===== config.mk =====
export PLATFORM = sky130hd
export DESIGN_NAME = timer_input_sequencer_flat
export DESIGN_NICKNAME = d
export VERILOG_FILES = /design/src/rtl/timer_input_sequencer_if.sv /design/src/rtl/timer_input_sequencer.sv /design/src/flat_wrapper.sv
export SDC_FILE = /design/constraint.sdc
export NUM_CORES = 1
export LEC_CHECK = 0
export CAP_MARGIN = 20
export CORE_MARGIN = 2
export CORE_UTILIZATION = 57
export CTS_CLUSTER_DIAMETER = 50
export DETAILED_ROUTE_END_ITERATION = 12
export PLACE_DENSITY = 0.91
export SLEW_MARGIN = 15
export SYNTH_ARGS = -nofsm -noshare
export SYNTH_HDL_FRONTEND = slang
export SYNTH_SLANG_ARGS = --single-unit

===== constraint.sdc =====
create_clock -name clk -period 6.3 [get_ports clk]
set_input_delay 1.575 -clock clk [delete_from_list [all_inputs] [get_ports clk]]
set_output_delay 1.575 -clock clk [all_outputs]
set_load 0.02 [all_outputs]

===== src/rtl/timer_input_sequencer_if.sv =====
// Keypad/control inputs and display/driver outputs of the microwave timer-input sequencer.
interface timer_input_sequencer_if;
    logic       key_valid;
    logic [3:0] key_code;
    logic       start;
    logic       stop_clear;
    logic       door_closed;
    logic [3:0] min_tens;
    logic [3:0] min_ones;
    logic [3:0] sec_tens;
    logic [3:0] sec_ones;
    logic       load_sel;
    logic       mag_on;
    logic       done;
    logic [1:0] state;

    modport master (
        output key_valid, key_code, start, stop_clear, door_closed,
        input  min_tens, min_ones, sec_tens, sec_ones, load_sel, mag_on, done, state
    );
    modport slave (
        input  key_valid, key_code, start, stop_clear, door_closed,
        output min_tens, min_ones, sec_tens, sec_ones, load_sel, mag_on, done, state
    );
endinterface


===== src/rtl/timer_input_sequencer.sv =====
// Keypad MM:SS entry, run/pause/done sequencing and once-per-second BCD countdown.
module timer_input_sequencer #(
    parameter int TICK_DIV = 100
) (
    input  logic                   clk,
    input  logic                   rst_n,
    timer_input_sequencer_if.slave tis
);
    localparam int PW = (TICK_DIV > 2) ? $clog2(TICK_DIV) : 1;

    typedef enum logic [1:0] {IDLE = 2'b00, RUN = 2'b01, PAUSE = 2'b10, DONE = 2'b11} state_e;

    state_e        state_q, state_d;
    logic [15:0]   dig_q, dig_d;    // {min_tens, min_ones, sec_tens, sec_ones}
    logic [PW-1:0] pre_q, pre_d;
    logic          mag_on_q, mag_on_d;
    logic          done_q, done_d;
    logic          time_zero, tick;

    // Digit-wise borrow; seconds tens wraps to 5 but entered values >59 count down as-is.
    function automatic logic [15:0] bcd_dec(input logic [15:0] v);
        logic [15:0] r;
        r = v;
        if (v[3:0] != 4'd0) r[3:0] = v[3:0] - 4'd1;
        else begin
            r[3:0] = 4'd9;
            if (v[7:4] != 4'd0) r[7:4] = v[7:4] - 4'd1;
            else begin
                r[7:4] = 4'd5;
                if (v[11:8] != 4'd0) r[11:8] = v[11:8] - 4'd1;
                else begin
                    r[11:8]  = 4'd9;
                    r[15:12] = v[15:12] - 4'd1;
                end
            end
        end
        return r;
    endfunction

    assign time_zero = (dig_q == 16'h0000);
    assign tick      = (pre_q == PW'(TICK_DIV - 1));

    always_comb begin
        state_d = state_q;
        dig_d   = dig_q;
        pre_d   = pre_q;
        unique case (state_q)
            IDLE: begin
                if (tis.stop_clear) dig_d = 16'h0000;
                else if (tis.start) begin
                    if (tis.door_closed && !time_zero) begin
                        state_d = RUN;
                        pre_d   = '0;
                    end
                end else if (tis.key_valid && tis.key_code <= 4'd9)
                    dig_d = {dig_q[11:0], tis.key_code};
            end
            RUN: begin
                if (tis.stop_clear || !tis.door_closed) state_d = PAUSE;
                else if (tick) begin
                    pre_d = '0;
                    dig_d = bcd_dec(dig_q);
                    if (dig_q == 16'h0001) state_d = DONE;
                end else pre_d = pre_q + PW'(1);
            end
            PAUSE: begin
                if (tis.stop_clear) begin
                    state_d = IDLE;
                    dig_d   = 16'h0000;
                    pre_d   = '0;
                end else if (tis.start && tis.door_closed) state_d = RUN;
            end
            DONE: begin
                if (tis.stop_clear || tis.key_valid || !tis.door_closed) begin
                    state_d = IDLE;
                    pre_d   = '0;
                end
            end
            default: begin
                state_d = IDLE;
                dig_d   = 16'h0000;
                pre_d   = '0;
            end
        endcase
        mag_on_d = (state_d == RUN);
        done_d   = (state_d == DONE);
    end

    always_ff @(posedge clk or negedge rst_n) begin
        if (!rst_n) begin
            state_q  <= IDLE;
            dig_q    <= 16'h0000;
            pre_q    <= '0;
            mag_on_q <= 1'b0;
            done_q   <= 1'b0;
        end else begin
            state_q  <= state_d;
            dig_q    <= dig_d;
            pre_q    <= pre_d;
            mag_on_q <= mag_on_d;
            done_q   <= done_d;
        end
    end

    assign tis.min_tens = dig_q[15:12];
    assign tis.min_ones = dig_q[11:8];
    assign tis.sec_tens = dig_q[7:4];
    assign tis.sec_ones = dig_q[3:0];
    assign tis.load_sel = mag_on_q;
    assign tis.mag_on   = mag_on_q;
    assign tis.done     = done_q;
    assign tis.state    = state_q;
endmodule


===== src/flat_wrapper.sv =====
// flat-port wrapper written by rule: the top's interface ports become plain ports
module timer_input_sequencer_flat 
#(
    parameter int TICK_DIV = 100
)
  (clk, rst_n, tis_key_valid, tis_key_code, tis_start, tis_stop_clear, tis_door_closed, tis_min_tens, tis_min_ones, tis_sec_tens, tis_sec_ones, tis_load_sel, tis_mag_on, tis_done, tis_state);
  timer_input_sequencer_if tis_i ();
  input  logic clk;
  input  logic rst_n;
  input wire logic [$bits(tis_i.key_valid)-1:0] tis_key_valid;
  input wire logic [$bits(tis_i.key_code)-1:0] tis_key_code;
  input wire logic [$bits(tis_i.start)-1:0] tis_start;
  input wire logic [$bits(tis_i.stop_clear)-1:0] tis_stop_clear;
  input wire logic [$bits(tis_i.door_closed)-1:0] tis_door_closed;
  output wire logic [$bits(tis_i.min_tens)-1:0] tis_min_tens;
  output wire logic [$bits(tis_i.min_ones)-1:0] tis_min_ones;
  output wire logic [$bits(tis_i.sec_tens)-1:0] tis_sec_tens;
  output wire logic [$bits(tis_i.sec_ones)-1:0] tis_sec_ones;
  output wire logic [$bits(tis_i.load_sel)-1:0] tis_load_sel;
  output wire logic [$bits(tis_i.mag_on)-1:0] tis_mag_on;
  output wire logic [$bits(tis_i.done)-1:0] tis_done;
  output wire logic [$bits(tis_i.state)-1:0] tis_state;
  assign tis_i.key_valid = tis_key_valid;
  assign tis_i.key_code = tis_key_code;
  assign tis_i.start = tis_start;
  assign tis_i.stop_clear = tis_stop_clear;
  assign tis_i.door_closed = tis_door_closed;
  assign tis_min_tens = tis_i.min_tens;
  assign tis_min_ones = tis_i.min_ones;
  assign tis_sec_tens = tis_i.sec_tens;
  assign tis_sec_ones = tis_i.sec_ones;
  assign tis_load_sel = tis_i.load_sel;
  assign tis_mag_on = tis_i.mag_on;
  assign tis_done = tis_i.done;
  assign tis_state = tis_i.state;
  timer_input_sequencer #(.TICK_DIV(TICK_DIV)) u_core (.clk(clk), .rst_n(rst_n), .tis(tis_i));
endmodule

==> results of run 1 <==
==> power by group <==
| group | switching, W | leakage [nW] | internal [W] |
|---|---|---|---|
| registers | 0.0000757 | 0.353 | 0.000233 |
| clock network | 0.0000517 | 0.0150 | 0.0000248 |
| logic | 0.000370 | 0.539 | 0.000276 |
==> state kept, by name (all words and copies together), names as in the netlist <==
name                 cells
u_core.dig_q            16
u_core.tis.done          1
u_core.tis.state         2
u_core.tis.load_sel      1
u_core.pre_q             7
==> metal layers <==
| metal | wire [microns] | vias to the layer above | part of all wire |
|---|---|---|---|
| li1 | - | 840 | - |
| met1 | 1920 | 840 | 0.47 |
| met2 | 1970 | 51 | 0.48 |
| met3 | 183 | 4 | 0.044 |
| met4 | 48 | 0 | 0.012 |
| met5 | 0 | - | 0 |
==> cells by family after synthesis <==
logic type / Yosys count
AOI/OAI and AO/OA: 79
and+or+nand+nor: 70
DFF: 27
buffers and inverters: 20
adders and majority gates: 13
xor gates and xnor gates: 1
muxes: 1
==> how the worst max path moves through the flow <==
stage	end	slack (ns)	cells after the start
after floorplan	u_core.pre_q[4]$_DFFE_PN0P_	3.40	6
after global placement	u_core.pre_q[6]$_DFFE_PN0P_	2.77	6
after detailed placement	u_core.pre_q[6]$_DFFE_PN0P_	2.67	6
after CTS	u_core.pre_q[6]$_DFFE_PN0P_	3.04	6
after global routing	u_core.pre_q[6]$_DFFE_PN0P_	2.85	6
final	u_core.pre_q[6]$_DFFE_PN0P_	3.04	6
==> layout make-up <==
class	instances	area, sq um	area share
Tap cell	44	55.1	0.0252
Timing Repair Buffer	32	315	0.144
Clock buffer	4	26.3	0.0120
Multi-Input combinational cell	164	1060	0.486
Sequential cell	27	676	0.310
Inverter	13	48.8	0.0224
==> placed cells by master, fill, tap and decap left out, types with 4 or more instances in the layout <==
cell type,count
a211oi_1,8
nor2b_1,4
a21oi_1,23
ha_1,13
inv_1,13
clkdlybuf4s50_1,30
nor3b_1,6
o21ai_0,20
dfrtp_1,27
nor3_1,9
nor2_1,17
nand3_1,5
o31ai_1,11
nand2_1,12
==> metrics by stage <==
stage                     worst slack, ns  hold slack, ns
after floorplan                      3.40           0.445
after global placement               2.77           0.474
after detailed placement             2.67           0.502
after CTS                            3.04           0.524
after global routing                 2.85           0.565
final                                3.04           0.522
==> results.sh, run 1 <==
export IMPL_synth_mux_area_frac=0.00549
export IMPL_clock_path_buffers=2
export IMPL_synth_cell_types=45
export IMPL_fin_nets=264
export IMPL_finalClockSkew_ns=0.00792
export IMPL_synth_compound_area_frac=0.273
export IMPL_cp_end_kind="register"
export IMPL_setup_viol=0
export IMPL_synthMostInstantiatedCell="dfrtp_1"
export IMPL_first_pass_iters=4
export IMPL_rr_worst_depth=7
export IMPL_syn_area_sq_mm=0.00182
export IMPL_grt_pass1_vias=1594
export IMPL_area_growth_pct=19.7
export IMPL_crit_buf_inv=1
export IMPL_regToRegSetupSlack_ns=3.58
export IMPL_busiest_layer="met2"
export IMPL_vdd_drop_max_uv=233
export IMPL_ys_seq_area_frac=0.371
export IMPL_clk_pin_slew_ns=0.15
export IMPL_use_met3=0.0384
export IMPL_powerDensity_mw_per_mm2=473
export IMPL_power_total_w=0.00103
export IMPL_yosys_area_top_type="dfrtp_1"
export IMPL_cts_root_buf="clkbuf_4"
export IMPL_cts_buffers=3
export IMPL_slew_viol_final=0
export IMPL_dieArea_sq_mm=0.00367
export IMPL_fin_crit_ns=3.26
export IMPL_path_cells="clkdlybuf4s50_1 > nand3b_1 > a41oi_1 > o21ai_1 > or2_2 > o31ai_1"
export IMPL_rsz0062_at_grt="no"
export IMPL_cts_tree="done"
export IMPL_clock_sinks=27
export IMPL_hold_buffers=0
export IMPL_synthTopCellsByArea="dfrtp_1, ha_1, a21oi_1"
export IMPL_ant_nets=0
export IMPL_yosys_area_share_simple=0.209
export IMPL_worstMarginPinSlew_ns=0.620
export IMPL_first_iter_violations=130
export IMPL_cp_startpoint="tis_stop_clear"
export IMPL_synth_top_family_by_area="compound AO/OA/AOI/OAI gates"
export IMPL_antenna_cells=0
export IMPL_chipWidth_microns=60.6
export IMPL_synth_ff_type="dfrtp_1"
export IMPL_io_buffers=30
export IMPL_dpl_cell_area_sq_mm=0.00215
export IMPL_reg2reg_from="u_core.dig_q[1]$_DFFE_PN0P_"
export IMPL_cp_data_arrival_time_ns=3.51
export IMPL_hold_violations=0
export IMPL_worst_setup_path_start_kind="input pin"
export IMPL_yosysWarningCount=0
export IMPL_critPathSlowestCell="clkdlybuf4s50_1"
export IMPL_drc=0
export IMPL_hp_start="u_core.pre_q[6]$_DFFE_PN0P_"
export IMPL_fin_crit_sh=0.518
export IMPL_synth_xor_area_share=0.00480
export IMPL_postLayoutCellArea_sq_mm=0.00218
export IMPL_drive_gt1_frac=0.0458
export IMPL_synth_edf_count=0
export IMPL_antenna_found_initial=0
export IMPL_rows=20
export IMPL_avgRoutedWirePerCell_microns=14.5
export IMPL_synthArstFlopShare=1.00
export IMPL_synth_avg_cell_area_sq_um=8.64
export IMPL_hold_path_end="u_core.pre_q[6]$_DFFE_PN0P_"
export IMPL_postSynthCellCount=211
export IMPL_ios=31
export IMPL_synthAdderAreaFrac=0.0892
export IMPL_start_util=0.597
export IMPL_die_h_microns=60.6
export IMPL_wirelength_microns=4120
export IMPL_layout_cells_non_filler=284
export IMPL_required_ns=6.55
export IMPL_synth_common_cells="dfrtp_1, a21oi_1, o21ai_0"
export IMPL_gp_congestion=0.892
export IMPL_grt_max_degree=28
export IMPL_synth_top_area_share=0.371
export IMPL_ys_ff_latch=27
export IMPL_met2_usage=0.421
export IMPL_synth_nets=234
export IMPL_cp_top_family="compound AO/OA/AOI/OAI gates"
export IMPL_path_class="input pin to register"
export IMPL_slew_headroom=0.583
export IMPL_final_util=0.715
export IMPL_hp_class="register to register"
export IMPL_holdPathStages=1
export IMPL_slowest_delay_ns=0.53
export IMPL_htreeDepth=1
export IMPL_status="complete, no violations"
export IMPL_path_max_fanout=9
export IMPL_num_vias=1735
export IMPL_core_region_area_sq_mm=0.00305
export IMPL_place_inst=279
export IMPL_drv_cap=0
export IMPL_fmax_mhz=307
export IMPL_dp_hpwl_microns=3080
export IMPL_r2r_end="u_core.dig_q[13]$_DFFE_PN0P_"
export IMPL_grt_ovfl_total=0
export IMPL_post_cts_resized=0
export IMPL_vias_per_cell=6.11
export IMPL_fillers=255
export IMPL_gr_usage_met1=0.320
export IMPL_grt_first_pass_wirelength_microns=6880
export IMPL_leakage_nw=0.907
export IMPL_cts_setup_buffers=0
export IMPL_fin_setup_tns_ns=0
export IMPL_grt_usage=0.247
export IMPL_clk_insertion_delay_late_ns=0.33
Note: power is estimated with default switching activity, not from simulation.
==> run 2, diff against run 1 <==
Settings changed: CORE_UTILIZATION 57 to 53, PLACE_DENSITY 0.91 to 0.86.
Clock period 6.3 ns to 3.2 ns, I/O delays scaled along.
==> results.sh, run 2 (synthesized netlist as in run 1, its figures left out) <==
export IMPL_fmax_mhz=374
export IMPL_path_class="register to register"
export IMPL_clk_insertion_delay_late_ns=0.34
export IMPL_setup_viol=0
export IMPL_vias_per_cell=5.89
export IMPL_ant_nets=0
export IMPL_hp_start="u_core.pre_q[6]$_DFFE_PN0P_"
export IMPL_first_iter_violations=205
export IMPL_grt_max_degree=28
export IMPL_holdPathStages=1
export IMPL_rsz0062_at_grt="no"
export IMPL_powerDensity_mw_per_mm2=924
export IMPL_ios=31
export IMPL_avgRoutedWirePerCell_microns=14.0
export IMPL_dieArea_sq_mm=0.00393
export IMPL_hold_buffers=0
export IMPL_path_max_fanout=8
export IMPL_chipWidth_microns=62.7
export IMPL_antenna_cells=0
export IMPL_slew_headroom=0.267
export IMPL_drv_cap=0
export IMPL_worstMarginPinSlew_ns=1.09
export IMPL_slowest_delay_ns=0.53
export IMPL_critPathSlowestCell="or4_4"
export IMPL_grt_pass1_vias=1496
export IMPL_fin_nets=263
export IMPL_vdd_drop_max_uv=422
export IMPL_clk_pin_slew_ns=0.15
export IMPL_required_ns=3.44
export IMPL_status="complete, no violations"
export IMPL_slew_viol_final=0
export IMPL_wirelength_microns=3990
export IMPL_grt_usage=0.211
export IMPL_gp_congestion=0.859
export IMPL_layout_commonest_cell="clkdlybuf4s50_1"
export IMPL_hold_violations=0
export IMPL_hp_class="register to register"
export IMPL_fin_setup_tns_ns=0
export IMPL_postLayoutCellArea_sq_mm=0.00218
export IMPL_dp_hpwl_microns=2930
export IMPL_largest_register_ffs=16
export IMPL_first_pass_iters=4
export IMPL_clock_sinks=27
export IMPL_rr_worst_depth=7
export IMPL_post_cts_resized=0
export IMPL_layout_common_cells="clkdlybuf4s50_1, dfrtp_1, a21oi_1, o21ai_0, nor2_1"
export IMPL_grt_ovfl_total=0
export IMPL_finalClockSkew_ns=0.0154
export IMPL_crit_buf_inv=1
export IMPL_clock_path_buffers=2
export IMPL_regToRegSetupSlack_ns=0.52
export IMPL_cts_buffers=3
export IMPL_core_region_area_sq_mm=0.00331
export IMPL_path_cells="inv_1 > ha_1 > or3b_4 > or4_4 > a2111o_1 > a211oi_1 > a21oi_1"
export IMPL_io_buffers=30
export IMPL_r2r_end="u_core.dig_q[12]$_DFFE_PN0P_"
export IMPL_cp_top_family="simple AND/OR/NAND/NOR gates"
export IMPL_cts_tree="done"
export IMPL_rows=21
export IMPL_die_h_microns=62.7
export IMPL_drive_gt1_frac=0.0460
export IMPL_htreeDepth=1
export IMPL_hold_path_end="u_core.pre_q[6]$_DFFE_PN0P_"
export IMPL_dpl_cell_area_sq_mm=0.00215
export IMPL_cp_end_kind="register"
export IMPL_fin_crit_sh=0.836
export IMPL_antenna_found_initial=0
export IMPL_fin_crit_ns=2.68
export IMPL_largest_register="u_core.dig_q"
export IMPL_reg2reg_from="u_core.dig_q[0]$_DFFE_PN0P_"
export IMPL_cts_setup_buffers=0
export IMPL_cp_data_arrival_time_ns=2.91
export IMPL_leakage_nw=0.904
export IMPL_grt_first_pass_wirelength_microns=6830
export IMPL_start_util=0.551
export IMPL_area_growth_pct=19.5
export IMPL_worst_setup_path_start_kind="register"
export IMPL_cts_root_buf="clkbuf_4"
export IMPL_num_vias=1680
export IMPL_drc=0
[run 2: changes by cell type in the layout (fill, tap and decap cells not counted)]
cell      delta
clkinv_2     +1
buf_4        -1
clkbuf_1     -1
[run 2: layout make-up]
cell class              count  area (sq um)
well taps                  46          57.6
fillers                   282          1130
clock buffers               3          22.5
repair buffers             31           308
flip-flops and latches     27           676
inverters                  13          48.8
clock inverters             1          5.00
multi-input cells         164          1060
[run 2: how the worst max path moves through the flow]
stage,endpoint,slack (ns),startpoint,cells after the start
floorplan,u_core.dig_q[12]$_DFFE_PN0P_,0.62,u_core.dig_q[0]$_DFFE_PN0P_,7
global placement,u_core.pre_q[6]$_DFFE_PN0P_,0.44,tis_stop_clear,6
CTS,u_core.dig_q[12]$_DFFE_PN0P_,0.53,u_core.dig_q[0]$_DFFE_PN0P_,7
global route,u_core.dig_q[12]$_DFFE_PN0P_,0.36,u_core.dig_q[0]$_DFFE_PN0P_,7
detailed placement,u_core.pre_q[6]$_DFFE_PN0P_,0.39,tis_stop_clear,6
finish,u_core.dig_q[12]$_DFFE_PN0P_,0.52,u_core.dig_q[0]$_DFFE_PN0P_,7
[run 2: power by group]
group	internal (W)	switching (W)	leakage, nW
Combinational	0.000536	0.000715	0.534
Sequential	0.000459	0.000151	0.353
Clock	0.0000470	0.000104	0.0177
Total	0.00104	0.000970	0.904
[run 2: layer usage]
metal / wire [microns] / track usage
met5: 0 / 0
met4: 51 / 0.0611
met3: 204 / 0.0216
met2: 1840 / 0.340
met1: 1900 / 0.301
[run 2: worst reg2reg max path, stage by stage (launching register included)]
cell and delay (ns):
dfrtp_1 0.47, inv_1 0.14, ha_1 0.19, or3b_4 0.41, or4_4 0.53, a2111o_1 0.53
a211oi_1 0.24, a21oi_1 0.07
[run 2: stage by stage]
step           std cells  power [W]  setup WS (ns)  utilization  hold WS, ns
4_1_cts              285    0.00201          0.534        0.658        0.502
6_report             285    0.00201          0.524        0.658        0.509
3_5_place_dp         281    0.00186          0.389        0.650        0.479
2_1_floorplan        211    0.00145          0.618            -        0.445
3_3_place_gp         281    0.00183          0.438        0.650        0.473
5_1_grt              285    0.00219          0.363        0.658        0.530
